**src/rtl/mpu_issue_seq.sv**
```systemverilog
// mpu_issue_seq: issues numbered work to enabled TPUs, registers each issue with the commit
// aggregator, bounds in-flight work, retires commits in order and supports a drain handshake.
module mpu_issue_seq #(
    parameter int NUM_TPU         = 1,
    parameter int WIDTH_ISSUE_NO  = 8,
    parameter int MAX_OUTSTANDING = 4,
    localparam int CW             = $clog2(MAX_OUTSTANDING + 1)
) (
    input  logic                      clock,
    input  logic                      reset,
    input  logic                      I_Req,
    input  logic [NUM_TPU-1:0]        I_En_TPU,
    output logic                      O_Ack,
    input  logic                      I_Agg_Full,
    output logic [NUM_TPU-1:0]        O_Issue_Req,
    output logic [WIDTH_ISSUE_NO-1:0] O_Issue_No,
    output logic                      O_Agg_Req,
    output logic [NUM_TPU-1:0]        O_Agg_En_TPU,
    input  logic                      I_Commit_Req,
    input  logic [WIDTH_ISSUE_NO-1:0] I_Commit_No,
    input  logic                      I_Drain,
    output logic                      O_Drained,
    output logic [CW-1:0]             O_Num_Out,
    output logic                      O_Err
);
    typedef enum logic [1:0] {RUN, DRAIN, DONE} state_t;
    state_t state, state_nxt;
    logic [WIDTH_ISSUE_NO-1:0] issue_no, commit_exp;
    logic [CW-1:0] cnt;
    logic issue, commit_ok, commit_bad;
    assign O_Ack      = I_Req & (state == RUN) & ~I_Drain & ~I_Agg_Full
                      & (cnt < CW'(MAX_OUTSTANDING)) & reset;
    assign issue      = O_Ack & |I_En_TPU;
    // a commit with nothing in flight is dropped without advancing the expected number
    assign commit_ok  = I_Commit_Req & (cnt != '0);
    assign commit_bad = I_Commit_Req & ((cnt == '0) | (I_Commit_No != commit_exp));
    assign O_Num_Out  = cnt;
    assign O_Drained  = (state == DONE);
    always_comb begin
        state_nxt = state;
        state_nxt = (state == RUN)   ? (I_Drain ? DRAIN : RUN) :
                    (state == DRAIN) ? ((cnt == '0) ? DONE : (I_Drain ? DRAIN : RUN)) :
                                       (I_Drain ? DONE : RUN);
    end
    always_ff @(posedge clock) begin
        if (!reset) begin
            state        <= RUN;
            issue_no     <= '0;
            commit_exp   <= '0;
            cnt          <= '0;
            O_Issue_Req  <= '0;
            O_Issue_No   <= '0;
            O_Agg_Req    <= 1'b0;
            O_Agg_En_TPU <= '0;
            O_Err        <= 1'b0;
        end else begin
            state        <= state_nxt;
            issue_no     <= issue ? issue_no + 1'b1 : issue_no;
            commit_exp   <= commit_ok ? commit_exp + 1'b1 : commit_exp;
            cnt          <= cnt + CW'(issue) - CW'(commit_ok);
            O_Issue_Req  <= issue ? I_En_TPU : '0;
            O_Issue_No   <= issue ? issue_no : O_Issue_No;
            O_Agg_Req    <= issue;
            O_Agg_En_TPU <= issue ? I_En_TPU : '0;
            O_Err        <= O_Err | commit_bad;
        end
    end
endmodule

```
**config.mk**
```make
export PLATFORM = sky130hd
export DESIGN_NAME = mpu_issue_seq
export DESIGN_NICKNAME = d
export VERILOG_FILES = /design/src/rtl/mpu_issue_seq.sv
export SDC_FILE = /design/constraint.sdc
export NUM_CORES = 1
export LEC_CHECK = 0
export ABC_AREA = 1
export CAP_MARGIN = 20
export CORE_MARGIN = 3
export CORE_UTILIZATION = 54
export DETAILED_ROUTE_END_ITERATION = 8
export GPL_TIMING_DRIVEN = 0
export PLACE_DENSITY = 0.88
export SETUP_SLACK_MARGIN = 0.5
export SKIP_CTS_REPAIR_TIMING = 1
export SLEW_MARGIN = 15
export SYNTH_ARGS = -nofsm -noshare
export SYNTH_HDL_FRONTEND = slang
export SYNTH_SLANG_ARGS = --single-unit
```
**constraint.sdc**
```tcl
create_clock -name clock -period 7.2 [get_ports clock]
set_input_delay 1.44 -clock clock [delete_from_list [all_inputs] [get_ports clock]]
set_output_delay 1.44 -clock clock [all_outputs]
set_load 0.005 [all_outputs]
```
# Word level (Yosys, flattened, before mapping)

Cells that the tools add are included.

Add/sub/neg operators: 4
Multipliers: 0
Div/mod/pow operators: 0
Magnitude comparators: 1
Eq/ne operators: 3
Shift-type cells: 0
Multiplexer cells: 5
Bitwise gates (word level): 12
Reduce and logical (&&, ||, !) cells: 4

Operator list:

| operator              | count |
|---|---|
| $add A8 B1 Y8 const B | 2 |
| $and A1 B1 Y1         | 8 |
| $mux W2               | 4 |
| $ne A8 B8 Y1          | 1 |
| $add A3 B1 Y3         | 1 |
| $logic_not A3 Y1      | 1 |
| $lt A3 B3 Y1 const B  | 1 |
| $reduce_bool A3 Y1    | 1 |
| $sub A3 B1 Y3         | 1 |
| $eq A2 B1 Y1 const B  | 1 |
| $eq A2 B2 Y1 const B  | 1 |
| $logic_not A2 Y1      | 1 |
| $not A1 Y1            | 2 |
| $or A1 B1 Y1          | 2 |
| $reduce_and A2 Y1     | 1 |
| $mux W1               | 1 |

Flip-flop bits (word level): 32
Latch bits: 0
RAM bits: 0
ROM bits: 0
Bits of input ports: 15
Output and inout port bits: 17
Word-level logic and storage cells: 37
Memories: 0

# Longest topological paths before layout

Gate-level depths: netlist of run 1.

Depth after elaboration: 9
Gate-level depth with buffers: 11
Depth with buffers taken out: 10

# Least setup slack after synthesis of run 1

Ideal clock, no wire load.

Path type: input-to-reg
Start point: input port reset
End point: register cnt[2], in the netlist O_Num_Out[2]
Library setup time: 0.073 ns
Data arrival time: 3.280 ns
Required time: 7.127 ns
Path slack: 3.848 ns
Stages: 11
Buffers on the path: 2
Cell sequence: buf_6 > inv_4 > nor3_4 > nand3_4 > buf_2 > ha_1 > inv_1 > ha_1 > fa_1 > or2_2 > a21oi_1

Longest elaborated chain between the ends: 4

RTL lines:

| element              | RTL line | source |
|---|---|---|
| from (decl)          | 10       | `input logic reset,` |
| $and A1 B1 Y1        | 32       | `& (cnt < CW'(MAX_OUTSTANDING)) & reset;` |
| $and A1 B1 Y1        | 33       | `assign issue = O_Ack & \|I_En_TPU;` |
| $add A3 B1 Y3        | 60       | `cnt <= cnt + CW'(issue) - CW'(commit_ok);` |
| $sub A3 B1 Y3        | 60       |  |
| to (signal assigned) | 60       |  |
| to (decl)            | 29       | `logic [CW-1:0] cnt;` |

Several ways; a longest one is shown, not always the timed one.
A chain may end at the register's enable or synchronous reset.

# Worst setup path after layout of run 1

Start point: input port I_Agg_Full
End point: output port O_Ack

Longest elaborated chain between the ends: 4

RTL lines:

| element                     | RTL line | source |
|---|---|---|
| from (decl)                 | 14       | `input logic I_Agg_Full,` |
| $not A1 Y1                  | 31       | `assign O_Ack = I_Req & (state == RUN) & ~I_Drain & ~I_Agg_Full` |
| $and A1 B1 Y1               | 31       |  |
| $and A1 B1 Y1 (2 in series) | 32       |  |
| to (decl)                   | 13       | `output logic O_Ack,` |

Every way passes these cells.

==> results of run 1 <==
==> routing by layer <==
metal  share of wire, %  track usage (%)  routed length (um)  up-vias
met3                5.7            4.104                 186        8
met4                1.9            9.494                  63        0
met2                 47            35.03                1522       45
li1                   -                -                   -      735
met5                  0                0                   0        -
met1                 46            25.07                1481      645
==> final cells by class <==
cell class / instances / area (um^2) / area share, %
sequential: 32 / 640.6 / 32.14
timing repair buffer: 30 / 300.3 / 15.07
tap: 30 / 37.54 / 1.883
buffer: 6 / 51.30 / 2.574
clock buffer: 6 / 41.29 / 2.072
clock inverter: 2 / 35.03 / 1.758
multi-input combinational: 141 / 763.2 / 38.29
inverter: 32 / 123.9 / 6.215
==> metrics by stage <==
step	hold slack, ns	setup WS [ns]
2_1_floorplan	0.4446	3.848
3_3_place_gp	0.4432	3.010
3_5_place_dp	0.4412	3.028
4_1_cts	0.4559	3.018
5_1_grt	0.4916	2.964
6_report	0.4528	3.023
==> synth_stat cells (2+ instances only) <==
cell      instances  area, um^2
clkbuf_1          2       7.510
a21oi_2           7       61.31
a21oi_1          16       80.08
nor2_1           19       71.32
inv_1            28       105.1
xor2_1            6       52.55
nand2_2           7       43.79
nand2_1          48       180.2
nand4_1           2       12.51
inv_2             2       7.510
nor3_1            2       10.01
ha_1              4       50.05
nand3_1          11       55.05
o21ai_0          10       50.05
dfxtp_1          32       640.6
==> power breakdown <==
group          switching (mW)  total, mW  leakage, nW  internal, mW
clock network          0.0607      0.133       0.0422        0.0728
logic                  0.0615      0.115        0.541        0.0536
registers              0.0137      0.206        0.259         0.192
==> cells by family after synthesis <==
| family | count (synthesis) |
|---|---|
| xor+xnor | 7 |
| flops | 32 |
| buf+inv | 38 |
| simple gates | 95 |
| fa+ha+maj | 5 |
| compound gates | 34 |
==> path summary, 6_finish.rpt <==
kind,start,end,depth (start not counted)
max reg2reg,O_Num_Out[2],O_Num_Out[2],9
min reg2reg,O_Err,O_Err,2
min,O_Err,O_Err,2
max,I_Agg_Full,O_Ack,5
==> state kept, by name, indices dropped and copies added (netlist names) <==
| register | cells |
|---|---|
| O_Num_Out | 3 |
| O_Issue_No | 8 |
| state | 2 |
| O_Err | 1 |
| O_Agg_En_TPU | 1 |
| O_Agg_Req | 1 |
| issue_no | 8 |
| commit_exp | 8 |
==> worst max-delay path: cells and delay by family <==
| family | cells | cell delay (ns) |
|---|---|---|
| buf+inv | 3 | 0.98 |
| simple gates | 2 | 0.32 |
==> impl_metrics.json, run 1 <==
{
  "status": "completed",
  "die_h_um": 60.08,
  "num-fill-cells": 205,
  "synth-seq-cells": 32,
  "synth-edff-count": 0,
  "final_cell_area_um2": 1993,
  "syn2layout_area_growth_pct": 26.23,
  "dp_cells": 271,
  "antenna_cells": 0,
  "synth_fp_nets": 231,
  "dieArea_um2": 3609,
  "wl_per_cell_um": 11.66,
  "slew_headroom_pct": 60.09,
  "grt_antenna_before_repair": 0,
  "cp_max_fo": 2,
  "layout.nets": 268,
  "overflow": 0,
  "ir_worst_vdd_mv": 0.2458,
  "numPortBuffers": 30,
  "final.setup.tns_ns": 0,
  "ant_nets": 0,
  "grt_max_degree": 11,
  "slowest_delay_ns": 0.49,
  "clock_path_buffers": 2,
  "via_per_inst": 5.136,
  "ys_types": 30,
  "drive_above_1_share_pct": 13.65,
  "crit_arrival_ns": 2.74,
  "placed_area_um2": 1917,
  "required_ns": 5.76,
  "cp-start-kind": "primary input",
  "drc": 0,
  "worst_slew_pin_slew_ns": 0.5986,
  "drt-total-wl_mm": 3.254,
  "cts_num_sinks": 32,
  "grt_pass1_wl_mm": 5.616,
  "setup-violations-final": 0,
  "synth-adder-area-share_pct": 4.437,
  "yosysWarningCount": 0,
  "synth_top_family_by_area": "simple AND/OR/NAND/NOR gates",
  "synth-main-ff-cell": "dfxtp_1",
  "cts_buffers": 5,
  "clk_latency_ns": 0.33,
  "dp_hpwl_mm": 2.372,
  "period_minus_slack_ns": 4.177,
  "yosysSeqAreaShare_pct": 40.57,
  "end_kind": "primary output",
  "cts_root_buf": "clkbuf_4",
  "grt_pass1_vias": 1402,
  "post-route-period-util_pct": 58.01,
  "synthXorXnorAreaFrac_pct": 3.883,
  "cp_common_cell": "clkdlybuf4s50_1",
  "power_mw": 0.4543,
  "cap_violations": 0,
  "synthArstFlopShare_pct": 0,
  "p_leak_nw": 0.8427,
  "htree_levels": 2,
  "drtIter0Drc": 36,
  "vias": 1433,
  "worst_clock_skew_ns": 0.006261,
  "hold_path_class": "reg -> reg",
  "layout_commonest_cell": "nand2_1",
  "regToRegSetupSlack_ns": 4.81,
  "synth_compound_area_share_pct": 12.44,
  "hold_viol": 0,
  "clk_pin_slew_ns": 0.10,
  "path_class": "in -> out",
  "rows": 18,
  "synth-simple-area-share_pct": 27.58,
  "fin_util_pct": 75.64,
  "crit_slowest_cell": "clkdlybuf4s50_1",
  "avgSynthCellArea_um2": 7.483,
  "core_um2": 2635,
  "netlist_instances": 211,
  "final_cells": 279,
  "synthMuxAreaShare_pct": 0,
  "die-width_um": 60.08,
  "synth_area_um2": 1579,
  "pin_count": 32,
  "powerDensity_nw_per_um2": 227.9,
  "path_cells": "clkdlybuf4s50_1 > nor3_4 > nand2_1 > inv_1 > clkdlybuf4s50_1",
  "mostFrequentLayoutCells": "48 x nand2_1, 32 x dfxtp_1, 30 x clkdlybuf4s50_1",
  "tritoncts": "built",
  "gp_congestion": 0.8135,
  "start_util_pct": 59.92,
  "drtPass1Iterations": 4,
  "drv_slew": 0,
  "rsz0062_at_grt": "false",
  "grt_usage_pct": 20.71,
  "max_freq_mhz": 239.4
}
(Power assumes the default switching activity.)
==> run 2: changes to the inputs <==
--- a/config.mk
+++ b/config.mk
@@ -8,10 +8,10 @@
 export ABC_AREA = 1
 export CAP_MARGIN = 20
 export CORE_MARGIN = 3
-export CORE_UTILIZATION = 54
+export CORE_UTILIZATION = 50
 export DETAILED_ROUTE_END_ITERATION = 8
 export GPL_TIMING_DRIVEN = 0
-export PLACE_DENSITY = 0.88
+export PLACE_DENSITY = 0.83
 export SETUP_SLACK_MARGIN = 0.5
 export SKIP_CTS_REPAIR_TIMING = 1
 export SLEW_MARGIN = 15
==> constraint.sdc (replaced) <==
create_clock -name clock -period 4.2 [get_ports clock]
set_input_delay 0.84 -clock clock [delete_from_list [all_inputs] [get_ports clock]]
set_output_delay 0.84 -clock clock [all_outputs]
set_load 0.005 [all_outputs]
==> run 2 against run 1 <==
Effect of this change:
- clock power rose by 38%
- flip-flop and latch count stayed put
- total power rose by 60%
- critical path type unchanged
- highest routed layer unchanged
==> impl_metrics.json, run 2 (same netlist as run 1, synthesis figures left out) <==
{
  "status": "completed",
  "rsz0062_at_grt": "false",
  "grt_pass1_wl_mm": 5.209,
  "cp-start-kind": "primary input",
  "syn2layout_area_growth_pct": 26.23,
  "cts_root_buf": "clkbuf_4",
  "gp_congestion": 0.8140,
  "drv_slew": 0,
  "vias": 1367,
  "die-width_um": 62.20,
  "via_per_inst": 4.698,
  "required_ns": 3.36,
  "die_h_um": 62.20,
  "htree_levels": 2,
  "startpoint": "I_Agg_Full",
  "drc": 0,
  "drive_above_1_share_pct": 14.06,
  "drtPass1Iterations": 4,
  "antenna_cells": 0,
  "clkPwrFrac_pct": 25.2,
  "dp_hpwl_mm": 2.235,
  "slew_headroom_pct": 59.20,
  "wl_per_cell_um": 10.21,
  "grt_antenna_before_repair": 0,
  "clk_pin_slew_ns": 0.10,
  "worst_slew_pin_slew_ns": 0.6120,
  "rows": 19,
  "final.setup.tns_ns": 0,
  "core_um2": 2877,
  "reg_top3": "O_Issue_No x8, commit_exp x8, issue_no x8",
  "hold_viol": 0,
  "mostFrequentLayoutCells": "48 x nand2_1, 32 x dfxtp_1, 30 x clkdlybuf4s50_1",
  "reg2reg_from": "state[0]",
  "ant_nets": 0,
  "crit_arrival_ns": 2.14,
  "layout.nets": 268,
  "swShare_pct": 31.34,
  "num-fill-cells": 248,
  "hold_path_class": "reg -> reg",
  "dieArea_um2": 3868,
  "grt_usage_pct": 16.70,
  "max_freq_mhz": 335.2,
  "tritoncts": "built",
  "numPortBuffers": 30,
  "drtIter0Drc": 32,
  "clk_latency_ns": 0.34,
  "setup-violations-final": 0,
  "ir_worst_vdd_mv": 0.3089,
  "end_kind": "primary output",
  "drt-total-wl_mm": 2.972,
  "power_mw": 0.7290,
  "p_leak_nw": 0.8385,
  "path_class": "in -> out",
  "cts_buffers": 5,
  "internal_power_mw": 0.5005,
  "seq_area_um2": 640.6,
  "overflow": 0,
  "min_from": "O_Err",
  "layout_commonest_cell": "nand2_1",
  "p_switching_mw": 0.2285,
  "combPwrFrac_pct": 26.8,
  "pin_count": 32,
  "period_minus_slack_ns": 2.983,
  "cp_max_fo": 2,
  "multi_input_area_um2": 763.2,
  "seqPwrFrac_pct": 48.0,
  "start_util_pct": 54.89,
  "worst_clock_skew_ns": 0.004386,
  "grt_pass1_vias": 1245,
  "cts_num_sinks": 32,
  "powerDensity_nw_per_um2": 365.7,
  "grt_max_degree": 11,
  "cap_violations": 0,
  "post-route-period-util_pct": 71.02,
  "clock_path_buffers": 2
}
-- run 2: final timing paths --
| kind | end | slack [ns] | depth (start not counted) |
|---|---|---|---|
| hold reg to reg | O_Err | 0.47 | 2 |
| setup reg to reg | O_Num_Out[2] | 1.84 | 11 |
| hold / removal | O_Err | 0.47 | 2 |
| setup / recovery | O_Ack | 1.22 | 5 |
-- run 2: layout make-up --
cell class	count	share of cell area, %
Multi-Input combinational cell	141	38.29
Sequential cell	32	32.14
Timing Repair Buffer	30	15.07
Inverter	32	6.215
Tap cell	42	2.637
Clock buffer	6	2.574
Buffer	6	2.574
Clock inverter	2	0.5022
-- run 2: per-stage QoR --
stage | area, um^2 | hold WS, ns | utilization [%] | setup slack, ns | instances
after global placement | 1932 | 0.4465 | 67.16 | 0.9376 | 283
after detailed placement | 1932 | 0.4553 | 67.16 | 0.8804 | 283
final | 1993 | 0.4699 | 69.29 | 1.217 | 291
after CTS | 1993 | 0.4701 | 69.29 | 1.201 | 291
after floorplan | 1579 | 0.4446 | - | 1.448 | 211
after global routing | 1993 | 0.4965 | 69.29 | 1.146 | 291
-- run 2: worst max-delay path, stage by stage --
cell and delay (ns):
clkdlybuf4s50_1 0.44, nor3_4 0.24, nand2_1 0.07, inv_1 0.05, clkdlybuf4s50_1 0.49
-- run 2: power groups by stage --
stage / clock (mW) / sequential [mW] / combinational [mW]
after floorplan: 0 / 0.356 / 0.121
after global placement: 0 / 0.357 / 0.188
after detailed placement: 0 / 0.358 / 0.194
after CTS: 0.188 / 0.351 / 0.196
after global routing: 0.205 / 0.355 / 0.220
final: 0.184 / 0.350 / 0.195
-- run 2: metal layers --
| metal | up-vias | track usage [%] | wire length (um) |
|---|---|---|---|
| met3 | 7 | 5.946 | 146 |
| li1 | 735 | - | - |
| met2 | 29 | 25.94 | 1301 |
| met5 | - | 0 | 0 |
| met4 | 0 | 8.287 | 69 |
| met1 | 596 | 20.42 | 1454 |
==> run 3: changes to the inputs <==
--- a/config.mk
+++ b/config.mk
@@ -8,10 +8,10 @@
 export ABC_AREA = 1
 export CAP_MARGIN = 20
 export CORE_MARGIN = 3
-export CORE_UTILIZATION = 50
+export CORE_UTILIZATION = 45
 export DETAILED_ROUTE_END_ITERATION = 8
 export GPL_TIMING_DRIVEN = 0
-export PLACE_DENSITY = 0.83
+export PLACE_DENSITY = 0.79
 export SETUP_SLACK_MARGIN = 0.5
 export SKIP_CTS_REPAIR_TIMING = 1
 export SLEW_MARGIN = 15
==> constraint.sdc (replaced) <==
create_clock -name clock -period 2.45 [get_ports clock]
set_input_delay 0.49 -clock clock [delete_from_list [all_inputs] [get_ports clock]]
set_output_delay 0.49 -clock clock [all_outputs]
set_load 0.005 [all_outputs]
==> run 3 against run 2 <==
Effect of this change:
- clock power rose by 70%
- clock skew is 0.0013 ns lower
- largest cell class unchanged
- cell count grew 2.4%
- critical endpoint is now O_Num_Out[2]
==> impl_metrics.json, run 3 (same netlist as run 1, synthesis figures left out) <==
{
  "core_um2": 3203,
  "cts_num_sinks": 32,
  "post-route-period-util_pct": 85.36,
  "via_per_inst": 4.695,
  "r2r_cells": 10,
  "max_freq_mhz": 478.2,
  "cts_buffers": 5,
  "cp_max_fo": 4,
  "drtIter0Drc": 47,
  "tritoncts": "built",
  "antenna_cells": 0,
  "drive_above_1_share_pct": 18.90,
  "period_minus_slack_ns": 2.091,
  "crit_arrival_ns": 2.35,
  "htree_levels": 2,
  "overflow": 0,
  "required_ns": 2.71,
  "drv_slew": 0,
  "start_util_pct": 49.30,
  "drc": 0,
  "status": "completed",
  "ant_nets": 0,
  "mostFrequentLayoutCells": "47 x nand2_1, 31 x dfxtp_1, 26 x inv_1, 26 x clkdlybuf4s50_1, 19 x nor2_1",
  "min_path_cells": 3,
  "gp_congestion": 0.7812,
  "use_met2_pct": 24.65,
  "die_h_um": 65.24,
  "cap_violations": 0,
  "placed_area_um2": 1977,
  "swShare_pct": 31.84,
  "clkPwrFrac_pct": 24.0,
  "timing.critical_path.buf_inv": 3,
  "hold_path_class": "in -> reg",
  "setup-violations-final": 0,
  "slew_headroom_pct": 58.80,
  "power_mw": 1.301,
  "drt-total-wl_mm": 3.190,
  "wl_per_cell_um": 10.70,
  "clock_path_buffers": 2,
  "gr-usage-met1_pct": 20.47,
  "dieArea_um2": 4256,
  "clk_latency_ns": 0.32,
  "rsz0062_at_grt": "true",
  "layout_commonest_cell": "nand2_1",
  "dp_hpwl_mm": 2.339,
  "layout.nets": 273,
  "p_leak_nw": 0.9131,
  "clk_pin_slew_ns": 0.10,
  "pin_count": 32,
  "crit_slowest_cell": "clkdlybuf4s50_1",
  "cp_num_cells": 9,
  "seqPwrFrac_pct": 46.5,
  "worst_clock_skew_ns": 0.003039,
  "p_switching_mw": 0.4141,
  "grt_pass1_wl_mm": 5.216,
  "rows": 20,
  "hold_viol": 0,
  "grt_pass1_vias": 1232,
  "reg_top3": "O_Issue_No x8, commit_exp x8, issue_no x8",
  "die-width_um": 65.24,
  "regToRegSetupSlack_ns": 0.40,
  "gr-max-usage-layer": "met2",
  "path_cells": "clkdlybuf4s50_1 > nand3_4 > buf_8 > ha_4 > inv_2 > ha_4 > fa_2 > or2_4 > a21oi_1",
  "startpoint": "I_En_TPU",
  "slowest_delay_ns": 0.50,
  "cp-start-kind": "primary input",
  "internal_power_mw": 0.8866,
  "regToRegEndpoint": "O_Num_Out[2]",
  "cp_common_cell": "ha_4",
  "path_class": "in -> reg",
  "end_kind": "register",
  "met3_usage_pct": 6.325,
  "cts_root_buf": "clkbuf_4",
  "fin_util_pct": 65.66,
  "worst_slew_pin_slew_ns": 0.6180,
  "powerDensity_nw_per_um2": 618.4,
  "vias": 1399,
  "grt_usage_pct": 15.84,
  "drtPass1Iterations": 2,
  "ir_worst_vdd_mv": 0.3480,
  "hold_slack_ns": 0.4298,
  "numPortBuffers": 30,
  "combPwrFrac_pct": 29.5,
  "grt_max_degree": 11,
  "syn2layout_area_growth_pct": 33.20,
  "reg2reg_from": "O_Num_Out[2]",
  "critPathCapture": "O_Num_Out[2]",
  "grt_antenna_before_repair": 0,
  "final_cell_area_um2": 2103,
  "cp_top_family": "adder cells"
}
## run 3: power by group through the flow
stage / sequential [mW] / clock, mW / combinational (mW)
floorplan: 0.613 / 0 / 0.240
global placement: 0.617 / 0 / 0.358
detailed placement: 0.617 / 0 / 0.373
CTS: 0.605 / 0.320 / 0.377
global route: 0.611 / 0.349 / 0.440
finish: 0.605 / 0.312 / 0.384
## run 3: area by class of cell
type / instances / area (um^2)
multi-input combinational: 141 / 805.8
fill: 294 / 1100
clock buffer: 6 / 51.30
sequential: 32 / 641.9
clock inverter: 2 / 10.01
timing repair buffer: 35 / 347.8
tap: 44 / 55.05
inverter: 32 / 126.4
buffer: 6 / 65.06
## run 3: per-layer routing
| metal | vias to the layer above | share of wire, % |
|---|---|---|
| li1 | 745 | - |
| met1 | 625 | 50 |
| met2 | 25 | 45 |
| met3 | 4 | 4.3 |
| met4 | 0 | 0.82 |
| met5 | - | 0 |
## run 3: worst min-delay path by stage
stage,from,end
finish,reset,O_Issue_No[5]
global placement,O_Err,O_Err
global route,reset,O_Issue_No[4]
detailed placement,O_Err,O_Err
floorplan,issue_no[7],issue_no[7]
CTS,reset,O_Issue_No[5]
## run 3: worst register-to-register path: stages (launching register included)
cell     delay (ns)
dfxtp_1        0.38
nor2_1         0.12
nand2_1        0.13
nand2_2        0.14
inv_2          0.09
ha_4           0.27
inv_2          0.04
ha_4           0.14
fa_2           0.33
or2_4          0.22
a21oi_1        0.12
## run 3: metrics by stage
stage	TNS [ns]	setup slack, ns	cells
after floorplan	0	0.1415	211
after global placement	-0.4935	-0.2948	285
after detailed placement	-0.4927	-0.2935	285
after CTS	0	0.03951	293
after global routing	0	0.2883	298
final	0	0.3586	298
